===== config.mk =====
export PLATFORM = sky130hd
export DESIGN_NAME = midi_in_port
export DESIGN_NICKNAME = d
export VERILOG_FILES = /design/src/rtl/midi_in_port.sv
export SDC_FILE = /design/constraint.sdc
export NUM_CORES = 1
export LEC_CHECK = 0
export CAP_MARGIN = 10
export CORE_ASPECT_RATIO = 0.5
export CORE_MARGIN = 1.5
export CORE_UTILIZATION = 43
export CTS_CLUSTER_SIZE = 25
export DETAILED_ROUTE_END_ITERATION = 6
export GPL_TIMING_DRIVEN = 0
export PLACE_DENSITY = 0.72
export REMOVE_ABC_BUFFERS = 1
export SLEW_MARGIN = 20
export SYNTH_ARGS = -nofsm -noshare
export SYNTH_HDL_FRONTEND = slang
export SYNTH_SLANG_ARGS = --single-unit

===== constraint.sdc =====
create_clock -name clk -period 3 [get_ports clk]
set_clock_uncertainty 0.1 [all_clocks]
set_input_delay 0.6 -clock clk [delete_from_list [all_inputs] [get_ports clk]]
set_output_delay 0.6 -clock clk [all_outputs]
set_load 0.03 [all_outputs]

===== src/rtl/midi_in_port.sv =====
// MIDI input port: 2-flop synchroniser, UART receiver, running-status message framer,
// 3-byte message FIFO and Wishbone register slave. Optional define: MIDI_RT_PASS_EN.
module midi_in_port #(
    parameter int         BAUD_DIV        = 32,
    parameter int         FIFO_DEPTH_LOG2 = 2,
    parameter logic [3:0] PORT_ADDR       = 4'h0
) (
    input  logic       clk,
    input  logic       rst,
    input  logic       midi_rx,
    input  logic [7:0] wb_addr,
    input  logic [7:0] wb_dat_i,
    output logic [7:0] wb_dat_o,
    input  logic       wb_we_i,
    input  logic       wb_stb_i,
    output logic       wb_ack_o
);

    localparam int CNT_W = $clog2(BAUD_DIV);
    localparam int DEPTH = 1 << FIFO_DEPTH_LOG2;
    localparam logic [CNT_W-1:0] HALF_LAST = CNT_W'(BAUD_DIV / 2 - 1);
    localparam logic [CNT_W-1:0] FULL_LAST = CNT_W'(BAUD_DIV - 1);

    typedef enum logic [2:0] {RX_IDLE, RX_START, RX_DATA, RX_STOP, RX_BREAK} rx_state_t;
    typedef enum logic [1:0] {P_WAIT_STAT, P_WAIT_D0, P_WAIT_D1, P_SYSEX} p_state_t;

    // Status bytes that take two data bytes (channel voice except Cx/Dx, plus song position)
    function automatic logic need_two(input logic [7:0] s);
        logic r;
        case (s[7:4])
            4'hC, 4'hD: r = 1'b0;
            4'hF:       r = (s == 8'hF2);
            default:    r = 1'b1;
        endcase
        return r;
    endfunction

    logic            rx_meta_r, rx_sync_r;
    rx_state_t       rx_state_r, rx_next_s;
    logic [CNT_W-1:0] baud_cnt_r;
    logic [2:0]      bit_cnt_r;
    logic [7:0]      shift_r;
    logic            rx_tick_s, sample_s, byte_ok_s, ferr_set_s;
    logic            byte_valid_r;

    p_state_t        p_state_r, p_next_s;
    logic [7:0]      rstat_r, stat_r, d0_r;
    logic            need2_r;
    logic            is_rt_s, is_stat_s;
    logic            push_s;
    logic [23:0]     push_msg_s;

    logic [23:0]     mem_r [DEPTH];
    logic [FIFO_DEPTH_LOG2-1:0] wr_ptr_r, rd_ptr_r;
    logic [FIFO_DEPTH_LOG2:0]   count_r;
    logic            full_s, empty_s, do_push_s, do_pop_s;
    logic [23:0]     head_s;

    logic            ovf_r, ferr_r;
    logic            sel_s, pop_req_s, clr_wr_s;
    logic [7:0]      rd_data_s;
    logic            unused_s;

    assign unused_s = ^{wb_dat_i[7:3], wb_dat_i[0]};

    // Two-flop synchroniser; idles high like the line
    always_ff @(posedge clk) begin
        if (rst) begin
            rx_meta_r <= 1'b1;
            rx_sync_r <= 1'b1;
        end else begin
            rx_meta_r <= midi_rx;
            rx_sync_r <= rx_meta_r;
        end
    end

    // Receiver state register
    always_ff @(posedge clk) begin
        if (rst) rx_state_r <= RX_IDLE;
        else     rx_state_r <= rx_next_s;
    end

    // Receiver next-state logic
    always_comb begin
        rx_next_s = rx_state_r;
        case (rx_state_r)
            RX_IDLE:  if (!rx_sync_r) rx_next_s = RX_START; else rx_next_s = RX_IDLE;
            RX_START: if (rx_tick_s) rx_next_s = rx_sync_r ? RX_IDLE : RX_DATA;
                      else rx_next_s = RX_START;
            RX_DATA:  if (rx_tick_s && bit_cnt_r == 3'd7) rx_next_s = RX_STOP;
                      else rx_next_s = RX_DATA;
            RX_STOP:  if (rx_tick_s) rx_next_s = rx_sync_r ? RX_IDLE : RX_BREAK;
                      else rx_next_s = RX_STOP;
            RX_BREAK: if (rx_sync_r) rx_next_s = RX_IDLE; else rx_next_s = RX_BREAK;
            default:  rx_next_s = RX_IDLE;
        endcase
    end

    // Receiver outputs: bit-period tick and stop-bit verdicts
    always_comb begin
        rx_tick_s = 1'b0;
        case (rx_state_r)
            RX_START:        rx_tick_s = (baud_cnt_r == HALF_LAST);
            RX_DATA, RX_STOP: rx_tick_s = (baud_cnt_r == FULL_LAST);
            default:         rx_tick_s = 1'b0;
        endcase
        sample_s   = (rx_state_r == RX_DATA) && rx_tick_s;
        byte_ok_s  = (rx_state_r == RX_STOP) && rx_tick_s && rx_sync_r;
        ferr_set_s = (rx_state_r == RX_STOP) && rx_tick_s && !rx_sync_r;
    end

    // Receiver datapath: baud counter, bit counter, shifter, byte strobe
    always_ff @(posedge clk) begin
        if (rst) begin
            baud_cnt_r   <= '0;
            bit_cnt_r    <= 3'd0;
            shift_r      <= 8'h00;
            byte_valid_r <= 1'b0;
        end else begin
            if (rx_state_r == RX_IDLE || rx_state_r == RX_BREAK || rx_tick_s)
                baud_cnt_r <= '0;
            else
                baud_cnt_r <= baud_cnt_r + 1'b1;
            if (rx_state_r != RX_DATA) bit_cnt_r <= 3'd0;
            else if (sample_s)         bit_cnt_r <= bit_cnt_r + 3'd1;
            if (sample_s) shift_r <= {rx_sync_r, shift_r[7:1]};
            byte_valid_r <= byte_ok_s;
        end
    end

    assign is_rt_s   = (shift_r >= 8'hF8);
    assign is_stat_s = shift_r[7];

    // Parser state register
    always_ff @(posedge clk) begin
        if (rst) p_state_r <= P_WAIT_STAT;
        else     p_state_r <= p_next_s;
    end

    // Parser next-state logic; realtime bytes never move the parser
    always_comb begin
        p_next_s = p_state_r;
        if (byte_valid_r && !is_rt_s) begin
            if (is_stat_s) begin
                if (shift_r[7:4] != 4'hF) p_next_s = P_WAIT_D0;
                else begin
                    case (shift_r[3:0])
                        4'h0:             p_next_s = P_SYSEX;
                        4'h1, 4'h2, 4'h3: p_next_s = P_WAIT_D0;
                        default:          p_next_s = P_WAIT_STAT;
                    endcase
                end
            end else begin
                case (p_state_r)
                    P_WAIT_STAT: p_next_s = (rstat_r != 8'h00 && need_two(rstat_r)) ?
                                            P_WAIT_D1 : P_WAIT_STAT;
                    P_WAIT_D0:   p_next_s = need2_r ? P_WAIT_D1 : P_WAIT_STAT;
                    P_WAIT_D1:   p_next_s = P_WAIT_STAT;
                    P_SYSEX:     p_next_s = P_SYSEX;
                    default:     p_next_s = P_WAIT_STAT;
                endcase
            end
        end else begin
            p_next_s = p_state_r;
        end
    end

    // Parser outputs: message completion pushes into the FIFO
    always_comb begin
        push_s     = 1'b0;
        push_msg_s = 24'h000000;
        if (byte_valid_r) begin
            if (is_rt_s) begin
`ifdef MIDI_RT_PASS_EN
                push_s     = 1'b1;
                push_msg_s = {shift_r, 16'h0000};
`else
                push_s     = 1'b0;
`endif
            end else if (is_stat_s) begin
                push_s     = (shift_r == 8'hF6);
                push_msg_s = {shift_r, 16'h0000};
            end else begin
                case (p_state_r)
                    P_WAIT_STAT: begin
                        push_s     = (rstat_r != 8'h00) && !need_two(rstat_r);
                        push_msg_s = {rstat_r, shift_r, 8'h00};
                    end
                    P_WAIT_D0: begin
                        push_s     = !need2_r;
                        push_msg_s = {stat_r, shift_r, 8'h00};
                    end
                    P_WAIT_D1: begin
                        push_s     = 1'b1;
                        push_msg_s = {stat_r, d0_r, shift_r};
                    end
                    default: push_s = 1'b0;
                endcase
            end
        end else begin
            push_s = 1'b0;
        end
    end

    // Parser datapath: running status, current status and first data byte
    always_ff @(posedge clk) begin
        if (rst) begin
            rstat_r <= 8'h00;
            stat_r  <= 8'h00;
            d0_r    <= 8'h00;
            need2_r <= 1'b0;
        end else if (byte_valid_r && !is_rt_s) begin
            if (is_stat_s) begin
                rstat_r <= (shift_r < 8'hF0) ? shift_r : 8'h00;
                stat_r  <= shift_r;
                need2_r <= need_two(shift_r);
            end else if (p_state_r == P_WAIT_STAT) begin
                stat_r  <= rstat_r;
                need2_r <= need_two(rstat_r);
                d0_r    <= shift_r;
            end else if (p_state_r == P_WAIT_D0) begin
                d0_r    <= shift_r;
            end
        end
    end

    assign full_s    = (count_r == (FIFO_DEPTH_LOG2+1)'(DEPTH));
    assign empty_s   = (count_r == '0);
    assign do_push_s = push_s && !full_s;
    assign do_pop_s  = pop_req_s && !empty_s;
    assign head_s    = empty_s ? 24'h000000 : mem_r[rd_ptr_r];

    // FIFO storage (no reset needed: reads are masked while empty)
    always_ff @(posedge clk) begin
        if (do_push_s) mem_r[wr_ptr_r] <= push_msg_s;
    end

    // FIFO pointers and occupancy
    always_ff @(posedge clk) begin
        if (rst) begin
            wr_ptr_r <= '0;
            rd_ptr_r <= '0;
            count_r  <= '0;
        end else begin
            if (do_push_s) wr_ptr_r <= wr_ptr_r + 1'b1;
            if (do_pop_s)  rd_ptr_r <= rd_ptr_r + 1'b1;
            if (do_push_s && !do_pop_s)      count_r <= count_r + 1'b1;
            else if (do_pop_s && !do_push_s) count_r <= count_r - 1'b1;
        end
    end

    // Sticky error flags; a new event beats a simultaneous clear
    always_ff @(posedge clk) begin
        if (rst) begin
            ovf_r  <= 1'b0;
            ferr_r <= 1'b0;
        end else begin
            if (push_s && full_s)                 ovf_r <= 1'b1;
            else if (clr_wr_s && wb_dat_i[1])     ovf_r <= 1'b0;
            if (ferr_set_s)                       ferr_r <= 1'b1;
            else if (clr_wr_s && wb_dat_i[2])     ferr_r <= 1'b0;
        end
    end

    assign sel_s     = wb_stb_i && (wb_addr[7:4] == PORT_ADDR) && !wb_ack_o;
    assign pop_req_s = sel_s && wb_we_i && (wb_addr[3:0] == 4'h4);
    assign clr_wr_s  = sel_s && wb_we_i && (wb_addr[3:0] == 4'h5);

    // Register read mux
    always_comb begin
        rd_data_s = 8'h00;
        case (wb_addr[3:0])
            4'h0:    rd_data_s = {4'(count_r), 1'b0, ferr_r, ovf_r, !empty_s};
            4'h1:    rd_data_s = head_s[23:16];
            4'h2:    rd_data_s = head_s[15:8];
            4'h3:    rd_data_s = head_s[7:0];
            default: rd_data_s = 8'h00;
        endcase
    end

    // Wishbone acknowledge and registered read data
    always_ff @(posedge clk) begin
        if (rst) begin
            wb_ack_o <= 1'b0;
            wb_dat_o <= 8'h00;
        end else begin
            wb_ack_o <= sel_s;
            wb_dat_o <= (sel_s && !wb_we_i) ? rd_data_s : 8'h00;
        end
    end

endmodule

Word level (Yosys, flattened, before mapping)
Memories as Yosys holds them, arrays and structs flattened. A register that Yosys moved wholly into a read port is not among the register bits.
Cells that the tools add are included.
{ "op_classes": {"addsub": 6, "n_lt_le_gt_ge": 2, "n_eq_ne": 30, "mux": 47, "n_bitwise": 2, "reduce_logical": 55} }
{ "ops": {"columns": ["op", "n"], "rows": [
  ["2-to-1 mux 24 bit", 4],
  ["one-hot mux 24 bit (3 select lines)", 1],
  ["2-to-1 mux 8 bit", 5],
  ["one-hot mux 8 bit (4 select lines)", 1],
  ["== test 4 bit, second input constant", 6],
  ["== test 8 bit, second input constant", 3],
  ["logical AND 1 bit", 21],
  ["2-to-1 mux 1 bit", 17],
  ["== test 4 x 2 -> 1 bit, second input constant", 4],
  ["2-to-1 mux 2 bit", 8],
  ["one-hot mux 3 bit (5 select lines)", 1],
  ["logical NOT 4 bit", 3],
  ["2-to-1 mux 3 bit", 4],
  ["OR reduction 2 bit", 6],
  ["logical NOT 1 bit", 10],
  ["nonzero test 2 bit", 5],
  ["== test 3 bit, second input constant", 3],
  ["== test 4 x 1 -> 1 bit, second input constant", 2],
  ["== test 4 x 3 -> 1 bit, second input constant", 2],
  ["greater-or-equal comparator 8 bit, second input constant", 1],
  ["< comparator 8 bit, second input constant", 1],
  ["one-hot mux 2 bit (4 select lines)", 1],
  ["nonzero test 8 bit", 1],
  ["adder 3 x 1 -> 3 bit, second input constant", 2],
  ["other kinds (21)", 30]
]} }
{ "word_totals": {"reg_bits": 67, "ramBits": 96, "out_inout_bits": 9, "word_cells": 162, "n_memories": 1} }
{ "memory_table": {"columns": ["memory", "depth", "word_bits", "rd", "rd_ports_with_merged_regs", "wr", "line_no", "rtl"], "rows": [
  ["mem_r", 4, 24, 1, 1, 1, "53", "logic [23:0] mem_r [DEPTH];"]
]} }

Depth between registers and ports, before layout
{ "depth": {"word_depth": 18, "ltp_mapped": 12, "depth_no_buf": 11} }

Least setup slack after synthesis
No wires, ideal clock.
{ "synth_timing": {"path_kind": "register to register", "startpoint": "register p_state_r[0]", "endpoint": "memory mem_r[0][0], enable pin", "setup_time_ps": 403, "t_arrival_ps": 2144, "path_slack_ps": 353, "path_stages_with_launch": 7, "n_path_buf": 1, "cell_sequence": "dfxtp_1 > clkbuf_1 > nor2_1 > o211ai_1 > and3_1 > o21ai_2 > nor2b_1"} }
{ "synth_via": {"elab_chain_len": 8, "elab_cells_between_ends": 10} }
{ "synth_lines": {"columns": ["element", "line_no", "rtl"], "rows": [
  ["start: declaration", "46", "p_state_t p_state_r, p_next_s;"],
  ["start signal: assignment", "137", "else p_state_r <= p_next_s;"],
  ["== test 2 bit (tied with other cells)", "184", "case (p_state_r)"],
  ["one-hot mux 1 bit (3 select lines) (*)", "184", null],
  ["2-to-1 mux 1 bit (*)", "180", "end else if (is_stat_s) begin"],
  ["2-to-1 mux 1 bit (*)", "173", "if (is_rt_s) begin"],
  ["2-to-1 mux 1 bit (*)", "172", "if (byte_valid_r) begin"],
  ["logical AND 1 bit (*)", "229", "assign do_push_s = push_s && !full_s;"],
  ["2-to-1 mux 1 bit (*)", "235", "if (do_push_s) mem_r[wr_ptr_r] <= push_msg_s;"],
  ["2-to-1 mux 1 bit (not written as such) (*)", "235", null],
  ["end: declaration", "53", null]
]} }
Every way passes the cells marked *; elsewhere a longest branch is shown, timed or not.

Worst setup path after layout
{ "layout_timing": {"startpoint": "register shift_r[5]", "endpoint": "register count_r[2]"} }
{ "layout_via": {"elab_chain_len": 8, "elab_cells_between_ends": 11} }
{ "layout_lines": {"columns": ["element", "line_no", "rtl"], "rows": [
  ["start: declaration", "42", "logic [7:0] shift_r;"],
  ["start signal: assignment", "126", "if (sample_s) shift_r <= {rx_sync_r, shift_r[7:1]};"],
  ["parallel branches: the longest is 2 deep, another holds greater-or-equal comparator 8 bit", null, null],
  ["2-to-1 mux 1 bit (*)", "173", null],
  ["2-to-1 mux 1 bit (*)", "172", null],
  ["logical AND 1 bit (*)", "229", null],
  ["net do_push_s", "56", "logic full_s, empty_s, do_push_s, do_pop_s;"],
  ["logical NOT 1 bit", "248", "else if (do_pop_s && !do_push_s) count_r <= count_r - 1'b1;"],
  ["logical AND 1 bit", "248", null],
  ["nonzero test 2 bit (no line)", null, null],
  ["end signal: assignment", "247", "if (do_push_s && !do_pop_s) count_r <= count_r + 1'b1;"],
  ["end signal: assignment", "248", null],
  ["end: declaration", "55", "logic [FIFO_DEPTH_LOG2:0] count_r;"]
]} }
Mark *: on every way through the listed nets, which the timed path passes.
A chain may end at the register's enable or synchronous reset.

==> results.py <==
metrics = {
    "timing": {
        "fin_crit_ns": 2.775,
        "tightestPinTransition_ns": 0.9093,
        "slew_viol_final": 0,
        "setup-tns-final_ns": 0,
        "max-slew-margin-rel": 0.3882,
        "grt_setup_unrepaired": "no",
        "maxClockFrequency_mhz": 360.3,
        "setup_viol": 0,
        "setup_ws_ns": 0.2248,
        "finalHoldViolCount": 0,
        "period_share": 0.9251,
    },
    "synth": {
        "synthDominantCellAreaShare": 0.4065,
        "synthTopCellsByArea": "edfxtp_1 41%, dfxtp_1 21%, mux4_2 8.0%",
        "post_synth_num_cell_types": 57,
        "syn-instance-count": 516,
        "syn_area_sq_mm": 0.006501,
        "synth_top_area_cell": "edfxtp_1",
        "yosys_warnings": 0,
        "synth-main-ff-cell": "edfxtp_1",
        "synth_enable_flop_cells": 88,
        "synth_seq_area_share": 0.6159,
        "synth-seq-cells": 156,
        "synth_area_per_cell_sq_um": 12.60,
        "synth-async-reset-ratio": 0,
    },
    "routing": {
        "first_pass_iters": 4,
        "antenna_left": 0,
        "met3WireLength_um": 728,
        "highest-signal-layer": "met4",
        "drt-initial-drc-count": 294,
        "drt_wl_total_um": 12650,
        "via_count": 4010,
        "vias_per_std_cell": 5.375,
        "wl_met2_um": 5957,
        "detail_route.wl_per_cell_um": 16.96,
        "detail_route.wirelength.met1_um": 5829,
        "drc": 0,
    },
    "critical_path": {
        "startpoint_class": "flip-flop",
        "worstReg2RegStart": "shift_r[5]",
        "timing.critical_path.arrival_ns": 3.03,
        "timing.critical_path.required_ns": 3.25,
        "number_of_cells_traversed_by_the_worst_register_to_register_path": 11,
        "setup.worst_path.start": "shift_r[5]",
        "worst-path-max-fanout": 8,
        "cp-end-kind": "flip-flop",
        "timing.setup.critical_path_class": "flip-flop to flip-flop",
    },
    "final_layout": {
        "layout.area.seq_sq_mm": 0.004013,
        "insertedDiodeCount": 0,
        "final.fill_count": 1199,
        "layout_common_cells": "88 x edfxtp_1, 64 x nand2_1, 63 x dfxtp_1",
        "fin_nets": 565,
        "multiInputGateArea_sq_mm": 0.002362,
        "mostFrequentLayoutCell": "edfxtp_1",
        "fraction_of_layout_cells_with_a_size_suffix_above_1": 0.1533,
        "final_cell_area_excluding_filler_cells_sq_mm": 0.007560,
        "synthToLayoutAreaGrowth_pct": 16.28,
        "post-route-util": 0.5170,
    },
    "place": {
        "place.port_buffers": 23,
        "post-place-ws_ns": -1.114,
        "finalWeightedCongestion": 0.7961,
        "placed_area_sq_mm": 0.006943,
        "detailed_place_hpwl_um": 8187,
    },
    "grt": {
        "grt_start_max_net_pins": 29,
        "first_pass_grt_wire_length_um": 20530,
        "grt.total_usage": 0.1726,
        "number_of_global_route_vias_before_repair": 3888,
        "antenna_violations_before_repair": 0,
        "globalRouteOverflowTotal": 0,
    },
    "clock_tree": {
        "cts_tree": "done",
        "root_buffer": "clkbuf_16",
        "tritoncts.num_buffers": 17,
        "worstSkewPairLatency_ns": 0.42,
        "numClockSinks": 156,
        "cts-htree-levels": 4,
        "cts-root-to-sink-buffers": 2,
        "clk_transition_reported_paths_ns": 0.07,
    },
    "flow_run": {
        "max-cap-violations": 0,
    },
    "floorplan": {
        "floorplan.initialDensity": 0.4446,
        "rows": 31,
        "core_area_sq_mm": 0.01462,
        "die_w_um": 176.9,
        "num_io_pins": 30,
        "fp.dieArea_sq_mm": 0.01591,
        "die_h_um": 89.95,
    },
    "outcome": {
        "status": "finished, final reports clean",
    },
    "power": {
        "peakVddDrop_v": 0.0003973,
        "power_density_cells_mw_per_mm2": 581.1,
        "p_leak_nw": 2.208,
        "total_power_w": 0.004393,
    },
    "min_path": {
        "holdPathStages": 1,
        "min_path_type": "flip-flop to flip-flop",
        "worst_hold_startpoint": "rx_meta_r",
    },
}
==> cell type report <==
| class | count | area share |
|---|---|---|
| Timing Repair Buffer | 28 | 0.04005 |
| Multi-Input combinational cell | 318 | 0.3125 |
| Clock inverter | 14 | 0.02019 |
| Tap cell | 198 | 0.03277 |
| Sequential cell | 156 | 0.5308 |
| Clock buffer | 18 | 0.05677 |
| Inverter | 14 | 0.006951 |
==> logic make-up after synthesis <==
logic type / count (synthesis) / synth area share
buffers and inverters: 42 / 0.02867
xor gates and xnor gates: 8 / 0.01078
AOI/OAI and AO/OA: 71 / 0.07006
adders and majority gates: 9 / 0.01848
and+or+nand+nor: 181 / 0.1361
DFF: 156 / 0.6159
muxes: 49 / 0.1201
==> registers in the layout (all words and copies together) (netlist names), named ones only <==
signal	count
ovf_r	1
rx_meta_r	1
bit_cnt_r	3
byte_valid_r	1
ferr_r	1
baud_cnt_r	5
stat_r	8
wb_ack_o	1
shift_r	8
p_state_r	2
d0_r	7
mem_r	88
wb_dat_o	8
rstat_r	8
rx_state_r	3
rd_ptr_r	2
wr_ptr_r	2
count_r	3
need2_r	1
rx_sync_r	1
==> cells in the mapped netlist (2+ instances only) <==
master    instances
edfxtp_1         88
dfxtp_1          68
nand2_1          64
nor2_1           45
mux2i_1          24
a21oi_1          23
mux4_2           23
inv_1            14
clkbuf_1         12
nand3_1          12
o21ai_0          12
a211oi_1         11
and2_1           10
nor3_1           10
ha_1              8
nor2b_1           8
buf_2             7
o211ai_1          7
buf_4             5
nand2b_1          5
or3_1             5
xnor2_1           4
xor2_1            4
a31oi_1           3
buf_1             3
a221oi_1          2
and3_1            2
mux2_2            2
nor3b_1           2
nor4_1            2
nor4b_1           2
o22ai_1           2
or2_2             2
or4_1             2
==> path summary, 6_finish.rpt <==
| check | end | slack [ns] |
|---|---|---|
| worst min-delay path | rx_sync_r | 0.31 |
| worst max register to register | count_r[2] | 0.22 |
| worst min register to register | rx_sync_r | 0.31 |
| worst max-delay path | count_r[2] | 0.22 |
==> metrics by stage <==
stage,std cells,hold slack (ns)
after floorplan,488,0.2895
after global placement,709,0.2955
after global routing,746,0.3185
final,746,0.3146
after detailed placement,712,0.2978
after CTS,746,0.3124
==> where the power goes <==
group | switching [W] | leakage (nW) | total [W] | internal [W]
Clock | 0.000921 | 0.280 | 0.00210 | 0.00118
Combinational | 0.0000302 | 0.771 | 0.0000581 | 0.0000280
Sequential | 0.00000306 | 1.16 | 0.00224 | 0.00223
Total | 0.000954 | 2.21 | 0.00439 | 0.00344
==> repair_timing <==
item                       CTS  global route
hold buffers                 0             0
setup endpoints to repair   93             2
pin swaps                    2             0
setup buffers                2             0
gates resized for setup      4             3
==> worst max-delay path, stage by stage, from the launching register on <==
cell and delay [ns]:
dfxtp_1 0.51, and4_1 0.31, nand4_1 0.12, nor2_2 0.22
o21ai_4 0.09, inv_1 0.12, ha_1 0.20, inv_1 0.06
fa_1 0.37, xor2_1 0.16, or3_1 0.30, a21oi_1 0.14
==> per-layer routing <==
metal  up-vias  GRT usage
met5         -          0
met4         0    0.06144
met3         9    0.04822
met2        96     0.2748
met1      1967     0.2265
li1       1938          -
No activity file was read; power rests on OpenSTA's default activity.
